### src/rtl/pc_interface_pkg.sv
`default_nettype none
// ============================================================================
// Module   : pc_interface_pkg
// Brief    : Shared types and constants for the PC interface blocks.
// Revision : 1.0 - initial release
// ============================================================================
package pc_interface_pkg;

    localparam int unsigned c_TX_BYTE_WIDTH = 8;

    typedef enum logic [0:0] {
        ST_IDLE = 1'b0,
        ST_XFER = 1'b1
    } arb_state_t;

endpackage : pc_interface_pkg
`default_nettype wire

### src/rtl/rr_priority_picker.sv
`default_nettype none
// ============================================================================
// Module   : rr_priority_picker
// Brief    : Combinational round-robin pick; one-hot grant to the first
//            request at or after the pointer, wrapping modulo NUM_REQ.
// Revision : 1.0 - initial release
// ============================================================================
module rr_priority_picker #(
    parameter int unsigned NUM_REQ   = 2,
    parameter int unsigned PTR_WIDTH = 1
) (
    input  logic [NUM_REQ-1:0]   i_req,
    input  logic [PTR_WIDTH-1:0] i_ptr,
    output logic [NUM_REQ-1:0]   o_grant
);

    logic [PTR_WIDTH-1:0] w_idx;

    // Walk offsets from farthest to nearest so the nearest hit is the last write.
    always_comb begin
        o_grant = '0;
        w_idx   = '0;
        for (int i = int'(NUM_REQ) - 1; i >= 0; i--) begin
            w_idx = PTR_WIDTH'((32'(i_ptr) + 32'(i)) % NUM_REQ);
            if (i_req[w_idx]) begin
                o_grant        = '0;
                o_grant[w_idx] = 1'b1;
            end
        end
    end

endmodule : rr_priority_picker
`default_nettype wire

### src/rtl/pc_interface_tx_arbiter.sv
`default_nettype none
// ============================================================================
// Module   : pc_interface_tx_arbiter
// Brief    : Frame-level round-robin arbiter sharing the UART TX byte channel,
//            with a mid-frame stall timeout.
// Revision : 1.0 - initial release
// ============================================================================
module pc_interface_tx_arbiter
    import pc_interface_pkg::*;
#(
    parameter int unsigned NUM_REQ       = 2,
    parameter int unsigned DATA_WIDTH    = c_TX_BYTE_WIDTH,
    parameter int unsigned TIMEOUT_WIDTH = 16
) (
    input  logic                          i_clk,
    input  logic                          i_rst,
    input  logic [NUM_REQ-1:0]            i_req_valid,
    input  logic [NUM_REQ-1:0]            i_req_last,
    input  logic [NUM_REQ*DATA_WIDTH-1:0] i_req_data,
    output logic [NUM_REQ-1:0]            o_req_ready,
    input  logic                          i_tx_rdy,
    output logic                          o_tx_wr,
    output logic [DATA_WIDTH-1:0]         o_tx_data,
    output logic [NUM_REQ-1:0]            o_grant,
    output logic                          o_busy,
    output logic                          o_timeout
);

    localparam int unsigned c_PTR_W = (NUM_REQ > 1) ? $clog2(NUM_REQ) : 1;
    // Timeout fires on the idle cycle that would bring the count to all-ones.
    localparam logic [TIMEOUT_WIDTH-1:0] c_STALL_FIRE = {TIMEOUT_WIDTH{1'b1}} - 1'b1;

    arb_state_t               r_state, w_state_nxt;
    logic [NUM_REQ-1:0]       r_grant, w_grant_nxt, w_pick;
    logic [c_PTR_W-1:0]       r_ptr, w_ptr_nxt, w_owner_idx, w_ptr_after;
    logic [TIMEOUT_WIDTH-1:0] r_stall, w_stall_nxt;
    logic [DATA_WIDTH-1:0]    w_own_data;
    logic                     w_own_valid, w_own_last, w_hs;

    rr_priority_picker #(
        .NUM_REQ   (NUM_REQ),
        .PTR_WIDTH (c_PTR_W)
    ) u_picker (
        .i_req   (i_req_valid),
        .i_ptr   (r_ptr),
        .o_grant (w_pick)
    );

    assign w_own_valid = |(i_req_valid & r_grant);
    assign w_own_last  = |(i_req_last & r_grant);
    assign w_hs        = (r_state == ST_XFER) & w_own_valid & i_tx_rdy;
    assign w_ptr_after = (w_owner_idx == c_PTR_W'(NUM_REQ - 1)) ? '0 : w_owner_idx + 1'b1;
    assign o_grant     = r_grant;
    assign o_busy      = (r_state == ST_XFER);

    always_comb begin
        w_owner_idx = '0;
        w_own_data  = '0;
        for (int k = 0; k < int'(NUM_REQ); k++) begin
            if (r_grant[k]) begin
                w_owner_idx = c_PTR_W'(k);
                w_own_data  = i_req_data[k*DATA_WIDTH +: DATA_WIDTH];
            end
        end
    end

    always_comb begin
        w_state_nxt = r_state;
        w_grant_nxt = r_grant;
        w_ptr_nxt   = r_ptr;
        w_stall_nxt = r_stall;
        o_req_ready = '0;
        o_tx_wr     = 1'b0;
        o_tx_data   = '0;
        o_timeout   = 1'b0;
        case (r_state)
            ST_IDLE: begin
                w_stall_nxt = '0;
                if (|i_req_valid) begin
                    w_grant_nxt = w_pick;
                    w_state_nxt = ST_XFER;
                end
            end
            ST_XFER: begin
                o_tx_data = w_own_data;
                o_tx_wr   = w_hs;
                if (!w_own_valid && (r_stall == c_STALL_FIRE)) begin
                    o_timeout   = 1'b1;
                    w_grant_nxt = '0;
                    w_ptr_nxt   = w_ptr_after;
                    w_stall_nxt = '0;
                    w_state_nxt = ST_IDLE;
                end else begin
                    o_req_ready = r_grant & {NUM_REQ{i_tx_rdy}};
                    if (w_hs) begin
                        w_stall_nxt = '0;
                        if (w_own_last) begin
                            w_grant_nxt = '0;
                            w_ptr_nxt   = w_ptr_after;
                            w_state_nxt = ST_IDLE;
                        end
                    end else if (!w_own_valid) begin
                        // Backpressure with valid held is not a stall.
                        w_stall_nxt = r_stall + 1'b1;
                    end
                end
            end
            default: begin
                w_grant_nxt = '0;
                w_state_nxt = ST_IDLE;
            end
        endcase
    end

    always_ff @(posedge i_clk) begin
        if (i_rst) begin
            r_state <= ST_IDLE;
            r_grant <= '0;
            r_ptr   <= '0;
            r_stall <= '0;
        end else begin
            r_state <= w_state_nxt;
            r_grant <= w_grant_nxt;
            r_ptr   <= w_ptr_nxt;
            r_stall <= w_stall_nxt;
        end
    end

endmodule : pc_interface_tx_arbiter
`default_nettype wire

### config.mk
export PLATFORM = sky130hd
export DESIGN_NAME = pc_interface_tx_arbiter
export DESIGN_NICKNAME = d
export VERILOG_FILES = /design/src/rtl/pc_interface_pkg.sv /design/src/rtl/rr_priority_picker.sv /design/src/rtl/pc_interface_tx_arbiter.sv
export SDC_FILE = /design/constraint.sdc
export NUM_CORES = 1
export LEC_CHECK = 0
export CAP_MARGIN = 15
export CORE_UTILIZATION = 49
export CTS_CLUSTER_DIAMETER = 120
export DETAILED_ROUTE_END_ITERATION = 10
export PLACE_DENSITY = 0.86
export SKIP_CTS_REPAIR_TIMING = 1
export SLEW_MARGIN = 20
export SYNTH_ARGS = -nofsm -noshare
export SYNTH_HDL_FRONTEND = slang
export SYNTH_SLANG_ARGS = --single-unit
### constraint.sdc
create_clock -name i_clk -period 4.16 [get_ports i_clk]
set_input_delay 0.832 -clock i_clk [delete_from_list [all_inputs] [get_ports i_clk]]
set_output_delay 0.832 -clock i_clk [all_outputs]
set_load 0.03 [all_outputs]
### Word level (Yosys, flattened, before mapping)

Index checks and enable logic that the tools add are counted.

* flip-flop bits (word level): 20
* latch bits: 0
* RAM bits: 0
* bits in read-only memories: 0
* bits of input ports: 23
* output and inout port bits: 15
* logic and storage cells: 70
* memories kept: 0

* $add $sub $neg: 3
* multipliers: 0
* div/mod/pow operators: 0
* $lt $le $gt $ge: 4
* equality and inequality tests: 5
* shift-type cells: 0
* muxes and demuxes: 37
* bitwise operators: 6
* reduce and logical (&&, ||, !) cells: 11

Operators with widths (number)
* $mux W16: 3
* $pmux W16 S2: 1
* $mux W8: 3
* $mux W1: 18
* $add A16 B1 Y16 const B: 1
* $eq A16 B16 Y1 const B: 1
* $mux W2: 8
* $and A2 B2 Y2: 3
* $ne A3 B1 Y1 const B: 2
* $reduce_and A3 Y1: 2
* $reduce_or A2 Y1: 3
* $lt A1 B2 Y1 const B: 2
* $ne A4 B2 Y1 const B: 1
* $pmux W2 S2: 1
* $reduce_bool A2 Y1: 2
* $logic_and A1 B1 Y1: 3
* $add A1 B1 Y1 const B: 2
* $and A1 B1 Y1: 2
* $demux W1 S1: 2
* $ge A1 B1 Y1 const B: 2
* $ne A2 B2 Y1 const B: 1
* $pmux W1 S2: 1
* $logic_not A1 Y1: 1
* $not A1 Y1: 1

### Logic depth before layout (Yosys ltp)

Gate-level depths: netlist (run 1).

* depth in word-level cells: 9
* mapped depth: 7
* mapped depth without buffers: 6

### Modules after synthesis

Synthesis (run 1) repeated with hierarchy kept, for this count alone.

* cells, all modules: 153
* area total of the unflattened synthesis: 1213.7 um^2

Modules (own cells, without submodules)
* pc_interface_tx_arbiter: instances 1, cells an instance 150, area each 1194.9 um^2, sequential area each 400.4 um^2
* rr_priority_picker: instances 1, cells an instance 3, area each 18.8 um^2, sequential area each 0.0 um^2

### Worst setup path before layout (run 1)

No wires, ideal clock.

* path kind: input-to-output
* from: input i_req_valid[0]
* to: output o_timeout
* data arrival time: 1796 ps
* required time: 3328 ps
* slack: 1532 ps
* stages on the path: 4
* path buffers: 0
* cell sequence: a22o_4 -> nor2_4 -> nand3_2 -> nor2_1

* cells in the longest elaborated chain, start to end: 6

Ends and longest elaborated chain
* start, declared: RTL line pc_interface_tx_arbiter.sv:17 `input logic [NUM_REQ-1:0] i_req_valid,`
* $and A2 B2 Y2: RTL line pc_interface_tx_arbiter.sv:49 `assign w_own_valid = |(i_req_valid & r_grant);`
* $reduce_or A2 Y1: RTL line pc_interface_tx_arbiter.sv:49
* $logic_not A1 Y1
* $logic_and A1 B1 Y1: RTL line pc_interface_tx_arbiter.sv:87 `if (!w_own_valid && (r_stall == c_STALL_FIRE)) begin`
* $mux W1: RTL line pc_interface_tx_arbiter.sv:87
* $mux W1: RTL line pc_interface_tx_arbiter.sv:76 `case (r_state)`
* end, declared: RTL line pc_interface_tx_arbiter.sv:26 `output logic o_timeout`

No other way between the ends.

### Worst setup path in the final report (run 1)

* from: input i_req_valid[0]
* to: output o_req_ready[1]

* cells in the longest elaborated chain, start to end: 6

Ends and longest elaborated chain
* $and A2 B2 Y2: RTL line pc_interface_tx_arbiter.sv:49
* $reduce_or A2 Y1: RTL line pc_interface_tx_arbiter.sv:49
* $logic_not A1 Y1
* $logic_and A1 B1 Y1: RTL line pc_interface_tx_arbiter.sv:87
* $mux W2: RTL line pc_interface_tx_arbiter.sv:87
* $mux W2: RTL line pc_interface_tx_arbiter.sv:76
* end, declared: RTL line pc_interface_tx_arbiter.sv:20 `output logic [NUM_REQ-1:0] o_req_ready,`

No other way between the ends.

==> results.cfg, run 1 <==
[setup_path]
r2r_cells = 5
required_ns = 3.33
crit_arrival_ns = 2.85
worst-path-max-fanout = 6
rrSetupSlack_ns = 2.20
startpoint_type = input port
r2r_start = o_grant[1]$_SDFFE_PP0P_
critical_path_class = input port to primary output
setup.worst_path.end_class = primary output
rr_endpoint = r_ptr$_SDFFE_PP0P_

[power_and_ir_drop]
peakVddDrop_mv = 0.231
p_per_area_nw_per_um2 = 276
p_total_w = 0.000442
p_leak_nw = 0.551

[floorplanning]
die_h_um = 51.0
rows = 17
initial_utilization_pct = 52.7
core_area_um2 = 2230
io_pins = 38
die_w_um = 51.0
die-area_um2 = 2600

[yosys]
syn_nets = 169
synth_largest_area_cell = dfxtp_1
postSynthCellCount = 144
synth-async-reset-ratio_pct = 0
avgSynthCellArea_um2 = 8.18
ys.flop_type = dfxtp_1
netlist_area_um2 = 1180
ys_seq_area_share_pct = 34.0
yosysTopAreaCellShare_pct = 34.0
synth-edff-count = 0
ys_warn_count = 0
ys_types = 36
synthTopCellsByArea = dfxtp_1, nor2_1, xor2_1
yosysMostFrequentCell = nor2_1
synth_seq_cells = 20
synthTopCellsByCount = nor2_1, dfxtp_1, a22oi_1, nand2_1, nand3_1

[sta]
tns_ns = 0
rsz0062_at_grt = no
fin_skew_ns = 0.0127
worst_slew_pin_slew_ns = 0.559
finalMaxSlewViolations = 0
finalCriticalPeriod_ns = 3.68
hold_violations = 0
post-route-period-util_pct = 88.4
final-setup-viol-count = 0
max_slew_margin_pct = 62.7
max_freq_mhz = 272
timing.final.ws_setup_ns = 0.482

[min_path]
hold_class = flop to flop
min_to = r_stall[15]$_SDFFE_PP0P_
hold_depth = 2
hp-start = r_stall[15]$_SDFFE_PP0P_

[clocking]
cts_buffer_depth = 2
h-tree-depth = 1
insertion_delay_ns = 0.32
cts_tree = done
clock_sinks = 20
cts_buffers = 3
cts-root-buf = clkbuf_4
path_clk_slew_ns = 0.11

[global_routing]
grt_usage_pct = 25.8
grt_pass1_vias = 1197
grt_max_degree = 18
grt_pass1_wl_um = 5020
globalRouteOverflowTotal = 0
antenna_found_initial = 0

[drt]
finalWirelength_um = 3190
postRouteAntennaNets = 0
vias_per_cell = 6.03
dr.pass1.iters = 4
vias = 1249
drc = 0
drt_iter0_markers = 26
wl_per_cell_um = 15.4

[placement]
routabilityCongestion = 0.860
port_buffers = 37
hpwl_um = 2430
dp_cells = 203
pre_cts_ws_ns = 0.520

[finish]
nNetsFinal = 205
multiInputGateArea_um2 = 731
n_antenna_cell = 0
drive_above_1_share_pct = 7.82
post-route-util_pct = 71.8
nFillCells = 178
area_growth_pct = 36.2
seq_area_um2 = 400
layout.cells.non_filler = 207

[run]
maxCapViolCount = 0

[outcome]
outcome = complete, no violations
[registers in the layout, summed over array words and instances (netlist names)]
name and flops:
r_stall 16, r_ptr 1, o_busy 1, o_grant 2
[per-layer routing]
metal / part of all wire (%) / global-route usage [%] / wire length, µm
met1: 41 / 28.7 / 1320
met2: 52 / 47.8 / 1660
met3: 4.8 / 5.65 / 153
met4: 1.7 / 8.33 / 53
met5: 0 / 0 / 0
[cells by family after synthesis]
| group | Yosys count | share of synthesized area (%) |
|---|---|---|
| XOR/XNOR | 10 | 7.44 |
| flip-flops | 20 | 34.0 |
| AND/OR/NAND/NOR | 69 | 29.8 |
| multiplexers | 1 | 0.956 |
| AO/OA/AOI/OAI | 32 | 21.8 |
| adder cells (fa/ha/maj) | 2 | 2.13 |
| buffers and inverters | 10 | 3.93 |
[metrics by stage]
step	cell area, µm²	hold slack (ns)
final	1600	0.517
after detailed placement	1550	0.502
after floorplan	1180	0.466
after global routing	1600	0.553
after global placement	1550	0.481
after CTS	1600	0.517
[final cells by class]
class	instances	share of cell area, %
clock buffer	3	1.40
clock inverter	1	1.87
inverter	4	0.936
multi-input combinational	114	45.6
sequential	20	25.0
tap	28	2.18
timing repair buffer	37	23.1
[power by group]
| group | switching, W | leakage (nW) | internal, W | total, W |
|---|---|---|---|---|
| combinational | 0.0000389 | 0.361 | 0.0000374 | 0.0000763 |
| clock | 0.0000658 | 0.0279 | 0.0000975 | 0.000163 |
| sequential | 0.00000790 | 0.162 | 0.000195 | 0.000202 |
| total | 0.000113 | 0.551 | 0.000330 | 0.000442 |
[placed cells by master, fill, tap and decap left out, drive strengths merged, types with 2 or more instances in the layout]
cell,synthesis,final
a211oi,3,3
a21oi,7,7
a22oi,10,10
and3,3,3
and4,3,3
clkbuf,3,3
clkdlybuf4s50,0,37
dfxtp,20,20
ha,2,2
inv,4,4
nand2,10,10
nand3,12,12
nand4,5,5
nor2,26,26
nor2b,2,2
nor3,5,5
o21ai,4,4
o31ai,2,2
xor2,9,9
[worst max-delay path: stages]
cell             delay (ns)
clkdlybuf4s50_1        0.50
a22o_4                 0.34
nor2_4                 0.16
nand3_2                0.17
and4_1                 0.26
clkdlybuf4s50_1        0.59
[worst max-delay path by stage]
stage | start | end | cells after the start
6_report | i_req_valid[0] | o_req_ready[1] | 6
5_1_grt | i_req_valid[0] | o_timeout | 6
4_1_cts | i_req_valid[0] | o_req_ready[1] | 6
3_5_place_dp | i_req_valid[0] | o_req_ready[0] | 6
3_3_place_gp | i_req_valid[0] | o_req_ready[1] | 6
2_1_floorplan | i_req_valid[0] | o_timeout | 4
No activity file was read; power rests on OpenSTA's default activity.
==> run 2, diff against run 1 <==
- ABC_AREA: unset -> 1
- CAP_MARGIN: 15 -> 10
- CORE_UTILIZATION: 49 -> 51
- PLACE_DENSITY: 0.86 -> 0.87
==> run 2 against run 1 <==
Fmax up 5.3%. Sequential cell count unchanged. Via count up 8.5%. Largest cell class unchanged.
==> results.cfg, run 2 <==
[sta]
rsz0062_at_grt = no
hold_violations = 0
finalMaxSlewViolations = 0
tns_ns = 0
post-route-period-util_pct = 83.9
finalCriticalPeriod_ns = 3.49
max_slew_margin_pct = 67.9
worst_slew_pin_slew_ns = 0.481
max_freq_mhz = 286
final-setup-viol-count = 0
fin_skew_ns = 0.00713

[power_and_ir_drop]
p_per_area_nw_per_um2 = 254
seqPwrFrac_pct = 45.1
power_switching_w = 0.000114
p_total_w = 0.000446
clock_power_share_pct = 35.8
switching_share_pct = 25.6
peakVddDrop_mv = 0.292
p_leak_nw = 0.648
pwr-share-comb_pct = 19.1
internal_power_w = 0.000332

[yosys]
netlist_area_um2 = 1320
synth_seq_cells = 20
avgSynthCellArea_um2 = 6.95
synth_largest_area_cell = dfxtp_1
ys_warn_count = 0
yosysTopAreaCellShare_pct = 30.3
syn_nets = 215
synth-edff-count = 0
yosysMostFrequentCell = nand2_1
postSynthCellCount = 190
synth-async-reset-ratio_pct = 0
ys_seq_area_share_pct = 30.3
ys.flop_type = dfxtp_1
ys_types = 32
synthTopCellsByArea = dfxtp_1, nand2_1, a21oi_1
synthTopCellsByCount = nand2_1, a21oi_1, dfxtp_1, inv_1, nor2_1

[global_routing]
grt_usage_pct = 23.9
grt_max_degree = 16
grt_pass1_vias = 1232
globalRouteOverflowTotal = 0
antenna_found_initial = 0
grt_pass1_wl_um = 5020

[finish]
nFillCells = 215
multiInputGateArea_um2 = 808
layout_common_cells = nand2_1, clkdlybuf4s50_1, a21oi_1, inv_1, dfxtp_1
area_growth_pct = 32.9
seq_area_um2 = 400
final_common_cell = nand2_1
n_antenna_cell = 0
nNetsFinal = 253
top_register = r_stall
largest_reg_flops = 16
drive_above_1_share_pct = 15.4
post-route-util_pct = 71.5

[clocking]
cts_buffer_depth = 2
cts_buffers = 3
cts_tree = done
h-tree-depth = 1
cts-root-buf = clkbuf_4
insertion_delay_ns = 0.31
path_clk_slew_ns = 0.11
clock_sinks = 20

[floorplanning]
initial_utilization_pct = 53.8
die_w_um = 52.9
die-area_um2 = 2800
core_area_um2 = 2450
rows = 18
io_pins = 38
die_h_um = 52.9

[drt]
drt_iter0_markers = 14
finalWirelength_um = 3100
vias = 1355
dr.pass1.iters = 7
vias_per_cell = 5.27
postRouteAntennaNets = 0
drc = 0
wl_per_cell_um = 12.0

[placement]
port_buffers = 37
routabilityCongestion = 0.799
hpwl_um = 2440

[setup_path]
worst-path-max-fanout = 7
cpMaxStageDelayCell = clkdlybuf4s50_1
cpMostUsedCell = clkdlybuf4s50_1
critPathMaxStageDelay_ns = 0.69
crit_buf_inv = 3
crit_chain = clkdlybuf4s50_1 -> nand2_2 -> nand2_4 -> nor2_2 -> nand4_4 -> inv_1 -> nor3_1 -> clkdlybuf4s50_1
r2r_cells = 5
required_ns = 3.33
critical_path_class = input port to primary output
cp.depth = 8
startpoint_type = input port
path_delay_family = buffers and inverters
crit_arrival_ns = 2.66
setup.worst_path.end_class = primary output

[min_path]
hold_depth = 2
hold_class = flop to flop

[run]
maxCapViolCount = 0

[outcome]
outcome = complete, no violations
run 2: path summary, 6_finish.rpt:
kind                           startpoint                 endpoint  slack (ns)
setup reg to reg  o_grant[1]$_SDFFE_PP0P_  r_stall[6]$_SDFFE_PP0P_        2.48
hold reg to reg   r_stall[1]$_SDFFE_PP0P_  r_stall[1]$_SDFFE_PP0P_        0.52
hold / removal    r_stall[1]$_SDFFE_PP0P_  r_stall[1]$_SDFFE_PP0P_        0.52
setup / recovery           i_req_valid[1]           o_req_ready[0]        0.67
run 2: cells by family (layout without fill, tap and decap cells):
kind of cell / after synthesis / in the layout / synth area share [%]
simple gates: 109 / 109 / 43.8
compound gates: 31 / 31 / 14.2
buf+inv: 26 / 63 / 8.44
flops: 20 / 20 / 30.3
fa+ha+maj: 2 / 2 / 1.90
xor+xnor: 2 / 2 / 1.33
run 2: worst min-delay path, delay by kind of cell, from the launching register on:
| kind | cells | cell delay, ns |
|---|---|---|
| simple gates | 1 | 0.07 |
| compound gates | 1 | 0.05 |
| flops | 1 | 0.36 |
run 2: final cells by class:
class / instances / share of cell area [%]
clock inverter: 1 / 1.71
multi-input combinational: 144 / 46.1
sequential: 20 / 22.8
clock buffer: 3 / 1.28
inverter: 22 / 4.85
timing repair buffer: 37 / 21.1
tap: 30 / 2.14
run 2: power by group through the flow:
stage               Sequential (W)  Combinational, W  Clock, W
floorplan                 0.000206         0.0000445         0
global placement          0.000205         0.0000842         0
detailed placement        0.000205         0.0000851         0
CTS                       0.000201         0.0000861  0.000159
global route              0.000202         0.0000917  0.000165
finish                    0.000201         0.0000853  0.000160
run 2: metrics by stage:
stage / cells / hold WS, ns / setup WS [ns] / instance area, µm²
after floorplan: 190 / 0.447 / 1.46 / 1320
after global placement: 253 / 0.488 / 0.682 / 1700
after detailed placement: 253 / 0.499 / 0.671 / 1700
after CTS: 257 / 0.515 / 0.660 / 1750
after global routing: 257 / 0.548 / 0.574 / 1750
final: 257 / 0.518 / 0.668 / 1750
run 2: per-layer routing:
metal  up-vias  share of wire (%)  global-route usage, %
li1        692                  -                      -
met1       602                 44                   28.0
met2        51                 46                   42.8
met3        10                8.0                   3.74
met4         0                1.9                   9.65
met5         -                  0                      0
